File: config.mk
export PLATFORM = sky130hd
export DESIGN_NAME = udp_tx_arbiter
export DESIGN_NICKNAME = d
export VERILOG_FILES = /design/src/rtl/udp_tx_arbiter.sv
export SDC_FILE = /design/constraint.sdc
export NUM_CORES = 1
export LEC_CHECK = 0
export CORE_MARGIN = 2
export CORE_UTILIZATION = 41
export CTS_BUF_LIST = sky130_fd_sc_hd__clkbuf_16
export DETAILED_ROUTE_END_ITERATION = 7
export PLACE_DENSITY = 0.83
export SKIP_LAST_GASP = 1
export SLEW_MARGIN = 20
export SYNTH_ARGS = -nofsm -noshare
export SYNTH_HDL_FRONTEND = slang
export SYNTH_SLANG_ARGS = --single-unit
File: constraint.sdc
create_clock -name Clk -period 3.7 [get_ports Clk]
set_input_delay 0.925 -clock Clk [delete_from_list [all_inputs] [get_ports Clk]]
set_output_delay 0.925 -clock Clk [all_outputs]
set_load 0.02 [all_outputs]
File: src/rtl/udp_tx_arbiter.sv
// Packet-level round-robin merge of NUM_INPUTS UDP byte streams onto one transmit port.
// The grant is held from the first byte to the last byte, and each packet's byte count is checked against its declared length.
module udp_tx_arbiter #(
    parameter int NUM_INPUTS   = 4,
    parameter int LENGTH_WIDTH = 16,
    parameter int INDEX_WIDTH  = $clog2(NUM_INPUTS)
) (
    input  logic                               Clk,
    input  logic                               Rst_n,
    input  logic [NUM_INPUTS-1:0]              S_udp_valid,
    input  logic [NUM_INPUTS*8-1:0]            S_udp_data,
    input  logic [NUM_INPUTS-1:0]              S_udp_last,
    input  logic [NUM_INPUTS*LENGTH_WIDTH-1:0] S_udp_length,
    output logic [NUM_INPUTS-1:0]              S_udp_ready,
    output logic                               M_udp_valid,
    output logic [7:0]                         M_udp_data,
    output logic                               M_udp_last,
    output logic [LENGTH_WIDTH-1:0]            M_udp_length,
    input  logic                               M_udp_ready,
    output logic [INDEX_WIDTH-1:0]             Grant_index,
    output logic                               Grant_active,
    output logic                               Length_error,
    output logic                               Fsm_state
);

    typedef enum logic {
        S_IDLE   = 1'b0,
        S_ACTIVE = 1'b1
    } state_t;

    state_t                  state;
    state_t                  state_next;
    logic [INDEX_WIDTH-1:0]  rr_pointer;
    logic [INDEX_WIDTH-1:0]  winner;
    logic                    winner_found;
    logic [INDEX_WIDTH:0]    cand;
    logic [LENGTH_WIDTH:0]   byte_count;
    logic [LENGTH_WIDTH:0]   count_plus_one;
    logic                    overrun_seen;
    logic                    transfer;
    logic                    last_transfer;
    logic [7:0]              data_arr   [NUM_INPUTS];
    logic [LENGTH_WIDTH-1:0] length_arr [NUM_INPUTS];

    assign Grant_active = (state == S_ACTIVE);
    assign Fsm_state    = state;

    // A beat moves only on a cycle where M_udp_valid && M_udp_ready; the
    // granted source sees M_udp_ready directly and every other source sees 0.
    assign transfer       = M_udp_valid && M_udp_ready;
    assign last_transfer  = transfer && M_udp_last;
    assign count_plus_one = (byte_count == '1) ? byte_count : byte_count + 1'b1;

    always_comb begin
        for (int i = 0; i < NUM_INPUTS; i++) begin
            data_arr[i]   = S_udp_data[i*8 +: 8];
            length_arr[i] = S_udp_length[i*LENGTH_WIDTH +: LENGTH_WIDTH];
        end
    end

    // First valid input at or after rr_pointer, wrapping modulo NUM_INPUTS.
    always_comb begin
        winner       = '0;
        winner_found = 1'b0;
        cand         = '0;
        for (int i = 0; i < NUM_INPUTS; i++) begin
            cand = {1'b0, rr_pointer} + (INDEX_WIDTH+1)'(i);
            if (cand >= (INDEX_WIDTH+1)'(NUM_INPUTS)) begin
                cand = cand - (INDEX_WIDTH+1)'(NUM_INPUTS);
            end
            if (!winner_found && S_udp_valid[cand[INDEX_WIDTH-1:0]]) begin
                winner_found = 1'b1;
                winner       = cand[INDEX_WIDTH-1:0];
            end
        end
    end

    always_ff @(posedge Clk or negedge Rst_n) begin
        if (!Rst_n) begin
            state <= S_IDLE;
        end else begin
            state <= state_next;
        end
    end

    always_comb begin
        state_next   = state;
        M_udp_valid  = 1'b0;
        M_udp_data   = '0;
        M_udp_last   = 1'b0;
        M_udp_length = '0;
        S_udp_ready  = '0;
        case (state)
            S_IDLE: begin
                if (winner_found) begin
                    state_next = S_ACTIVE;
                end
            end
            S_ACTIVE: begin
                M_udp_valid              = S_udp_valid[Grant_index];
                M_udp_data               = data_arr[Grant_index];
                M_udp_last               = S_udp_last[Grant_index];
                M_udp_length             = length_arr[Grant_index];
                S_udp_ready[Grant_index] = M_udp_ready;
                if (last_transfer) begin
                    state_next = S_IDLE;
                end
            end
            default: state_next = S_IDLE;
        endcase
    end

    always_ff @(posedge Clk or negedge Rst_n) begin
        if (!Rst_n) begin
            rr_pointer   <= '0;
            Grant_index  <= '0;
            byte_count   <= '0;
            overrun_seen <= 1'b0;
            Length_error <= 1'b0;
        end else begin
            Length_error <= 1'b0;
            if (state == S_IDLE) begin
                if (winner_found) begin
                    Grant_index  <= winner;
                    byte_count   <= '0;
                    overrun_seen <= 1'b0;
                end
            end else if (transfer) begin
                byte_count <= count_plus_one;
                if (M_udp_last) begin
                    rr_pointer <= (Grant_index == INDEX_WIDTH'(NUM_INPUTS - 1)) ?
                                  '0 : Grant_index + 1'b1;
                    if (count_plus_one != {1'b0, M_udp_length} && !overrun_seen) begin
                        Length_error <= 1'b1;
                    end
                end else if (count_plus_one == {1'b0, M_udp_length} && !overrun_seen) begin
                    // Declared length used up with no last: flag once, keep forwarding.
                    Length_error <= 1'b1;
                    overrun_seen <= 1'b1;
                end
            end
        end
    end

endmodule

==> PnR_summary.wiki, run 1 <==
{| class="wikitable"
! Metric !! Value
|-
| Number of global-route vias before repair || 3104
|-
| Warning count from the yosys run || 0
|-
| Static power due to leakage || approximately 1.7 nW
|-
| Endpoint arrival time on the critical path || roughly 2.6 ns
|-
| Wire length reported by the detailed router || 9640 um
|-
| Post-Synthesis Net Count || 421
|-
| Residual DRC || 2
|-
| Violations in the final reports || design-rule violations
|-
| Logic depth of the worst register-to-register path || 9
|-
| Final weighted congestion in routability-driven placement || 1.01
|-
| Clock insertion delay at the later pin of the skew report || 0.26 ns
|-
| Worst Path Class, Setup || input pin to primary output
|-
| Gr ovfl total || 0
|-
| Crit start category || input pin
|-
| Most used DFF post-synth || dfrtp_1
|-
| Wire length per cell after detailed routing || between 15 and 20 um
|-
| H-Tree Depth || 1
|-
| DR pass1 iterations || 8
|-
| GR Util All Layers || 0.256
|-
| Clock transition at path regs || approximately 0.06 ns
|-
| Power Density || 611 nW/um^2
|-
| Dominant cell type by area after synthesis || dfrtp_1
|-
| Hold path startpoint || overrun_seen$_DFFE_PN0P_
|-
| Share of the yosys chip area belonging to registers || 0.219
|-
| TritonCTS clock tree || done
|-
| Hold buffers post-CTS || 0
|-
| Cell depth of the worst min-delay path || 1
|-
| Shortest period the worst path allows || 3.54 ns
|-
| Count of cell types in the netlist || 55
|-
| Diodes inserted || 0
|-
| Result of the run || finished, violations left
|-
| Fraction of the cycle the final worst path needs || 0.956
|-
| Number of cells produced by synthesis || 309
|-
| Area added between synthesis and finish || 60.8%
|-
| Starting density of the core || 0.427
|-
| Row Count || 29
|-
| Global-route wire length before repair || ~15000 um
|-
| Total Negative Setup Slacks || 0 ns
|-
| Slew at the pin with the worst max-slew slack || 0.683 ns
|-
| Endpoints failing setup || 0
|-
| Clock root buffer || clkbuf_16
|-
| Post-synth EDFFs || 0
|-
| Fin. max-slew vios || 0
|-
| Final clock skew || 0.00332 ns
|-
| Core footprint || around 6400 um^2
|-
| Post-layout nets || roughly 560
|-
| Routed Antenna Nets || 0
|-
| Die width || between 80 and 90 um
|-
| Clock sink count || 24
|-
| Post-synth ARST share || 1.00
|-
| Setup repair after global routing missed its margin || no
|-
| Worst R2R Start || Grant_index[0]$_DFFE_PN0P_
|-
| Maximum clock path buffer count || 2
|-
| Detailed-route vias per instance || 6.04
|-
| Cell area after technology mapping || ~2700 um^2
|-
| Flops & latches, synth || 24
|-
| Max-slew headroom || 0.543
|-
| Top cells by area, synth || dfrtp_1 22%, mux4_2 16%, xnor2_1 5.4%, mux2i_1 5.1%, and2_1 4.3%
|-
| Total half-perimeter wirelength after legalization and detailed placement || 7630 um
|-
| Class of the tightest hold or removal check || flip-flop to flip-flop
|-
| Total number of vias || 3183
|-
| Count of input and output buffers || roughly 140
|-
| CTS Buf Count || 3
|-
| Crit Path Max Fanout || 5
|-
| Final design utilization || 0.687
|-
| Die Y || 85.8 um
|-
| Final hold viol count || 0
|-
| Number of antenna violations at the first check in global routing || 0
|-
| Endpoint of the worst-slack reg-to-reg timing path || Length_error$_DFF_PN0_
|-
| CTS resizes || 0
|-
| Reg-to-reg slack, setup || 0.50 ns
|-
| Setup crit end kind || primary output
|-
| Most numerous cell types in the synthesized netlist || 24 x dfrtp_1, 22 x nand2_1, 20 x mux4_2
|-
| Area share of the largest cell type after synthesis || 0.219
|-
| Full die area || about 7400 um^2
|-
| Fmax achieved || 0.283 GHz
|-
| Post-CTS setup buffer count || 0
|-
| Final Worst Setup Slack || 0.163 ns
|-
| Initial DRC count || 216
|-
| Max cap viols || 0
|-
| Worst path required time || 2.77 ns
|-
| Fraction of final layout cells with drive strength greater than 1 || 0.124
|-
| Setup WS pre-CTS || between 0.15 and 0.2 ns
|-
| # IOs || between 100 and 150
|-
| Hold-critical path endpoint || Length_error$_DFF_PN0_
|-
| Most common cell in the synthesized netlist || dfrtp_1
|-
| Maximum number of pins on one net before global-route repair || 34
|-
| Mapped Avg Cell Area || 8.88 um^2
|-
| Worst supply voltage drop on vdd || 360 uV
|}
-- metrics by stage --
| step | total power [mW] | cells | cell area [um^2] | hold slack, ns |
|---|---|---|---|---|
| 3_5_place_dp | 2.37 | 523 | 4310 | 0.441 |
| 3_3_place_gp | 2.35 | 523 | 4310 | 0.428 |
| 2_1_floorplan | 1.58 | 309 | 2740 | 0.423 |
| 5_1_grt | 2.85 | 527 | 4410 | 0.455 |
| 6_report | 2.70 | 527 | 4410 | 0.451 |
| 4_1_cts | 2.70 | 527 | 4410 | 0.450 |
-- critical path, cell delays in order --
cell and delay (ns):
clkdlybuf4s50_1 0.47, mux4_2 0.51, and2_1 0.17, clkdlybuf4s50_1 0.53
-- routing by layer --
layer | GRT usage | vias to the layer above | routed length [um]
li1 | - | 1444 | -
met1 | 0.336 | 1529 | 3890
met2 | 0.438 | 177 | 4750
met3 | 0.0472 | 33 | 766
met4 | 0.0635 | 0 | 233
met5 | 0 | - | 0
-- worst max path at each step --
stage                  endpoint  cells after the start  slack [ns]                       start
4_1_cts             M_udp_valid                      4        0.16              S_udp_valid[2]
2_1_floorplan     M_udp_data[0]                      5        0.49  Grant_index[0]$_DFFE_PN0P_
3_3_place_gp        M_udp_valid                      4        0.19              S_udp_valid[2]
3_5_place_dp        M_udp_valid                      4        0.17              S_udp_valid[2]
6_report            M_udp_valid                      4        0.16              S_udp_valid[2]
5_1_grt        M_udp_length[13]                      4        0.11  Grant_index[0]$_DFFE_PN0P_
-- kinds of logic after synthesis --
logic type               Yosys count  share of synthesized area
AO/OA/AOI/OAI                     64                      0.151
adder cells (fa/ha/maj)            5                     0.0228
XOR/XNOR                          23                     0.0734
buffers and inverters             37                     0.0602
AND/OR/NAND/NOR                  118                      0.241
flip-flops                        24                      0.219
multiplexers                      38                      0.233
-- area by class of cell --
class,instances,area (um^2)
fill,516,2010
clock inverter,1,30.0
clock buffer,3,75.1
timing repair buffer,160,1580
tap,77,96.3
multi-input combinational,248,1980
sequential,24,601
inverter,14,52.6
-- state kept, by name, indices dropped and copies added (netlist names) --
name          cells
Grant_index       2
rr_pointer        2
overrun_seen      1
Length_error      1
Fsm_state         1
byte_count       17
-- power by group --
part	internal (mW)	switching, mW	leakage [nW]
Clock	0.215	0.0998	0.0511
Combinational	1.02	0.973	1.32
Sequential	0.303	0.0860	0.322
Total	1.54	1.16	1.69
-- cell usage in the layout, fill, tap and decap left out, types with 2 or more instances in the layout --
cell type        netlist  routed
a21o_1                 2       2
a21oi_1               14      14
a22oi_1                2       2
a311oi_1               3       3
a31o_2                 2       2
and2_1                19      19
and3_1                 6       6
buf_12                 0       2
buf_4                  4      17
clkbuf_16              0       3
clkdlybuf4s50_1        0     141
dfrtp_1               24      24
ha_1                   5       5
inv_1                 14      14
mux2_2                 3       3
mux2i_1               14      14
mux4_2                20      20
nand2_1               22      22
nand2b_1               2       2
nand3_1               16      16
nand3b_1               2       2
nand4_1                8       8
nor2_1                19      19
nor3_1                 5       5
nor4_1                 6       6
o21ai_0               19      19
o22ai_1                5       5
o31ai_1                5       5
or4_1                  2       2
xnor2_1               17      17
xor2_1                 6       6
Note: power is estimated with default switching activity, not from simulation.
==> run 2, diff against run 1 <==
--- a/config.mk
+++ b/config.mk
@@ -10,7 +10,6 @@
 export CTS_BUF_LIST = sky130_fd_sc_hd__clkbuf_16
 export DETAILED_ROUTE_END_ITERATION = 7
 export PLACE_DENSITY = 0.83
-export SKIP_LAST_GASP = 1
 export SLEW_MARGIN = 20
 export SYNTH_ARGS = -nofsm -noshare
 export SYNTH_HDL_FRONTEND = slang
==> results of run 2 <==
Same layout as run 1: the final DEF is identical, and so are final timing and power.
==> run 3, diff against run 2 <==
--- a/config.mk
+++ b/config.mk
@@ -5,12 +5,15 @@
 export SDC_FILE = /design/constraint.sdc
 export NUM_CORES = 1
 export LEC_CHECK = 0
+export CAP_MARGIN = 20
 export CORE_MARGIN = 2
 export CORE_UTILIZATION = 41
 export CTS_BUF_LIST = sky130_fd_sc_hd__clkbuf_16
 export DETAILED_ROUTE_END_ITERATION = 7
+export GPL_TIMING_DRIVEN = 1
 export PLACE_DENSITY = 0.83
 export SLEW_MARGIN = 20
 export SYNTH_ARGS = -nofsm -noshare
 export SYNTH_HDL_FRONTEND = slang
 export SYNTH_SLANG_ARGS = --single-unit
+export TNS_END_PERCENT = 1
==> results of run 3 <==
Same layout as run 1: the final DEF is identical, and so are final timing and power.
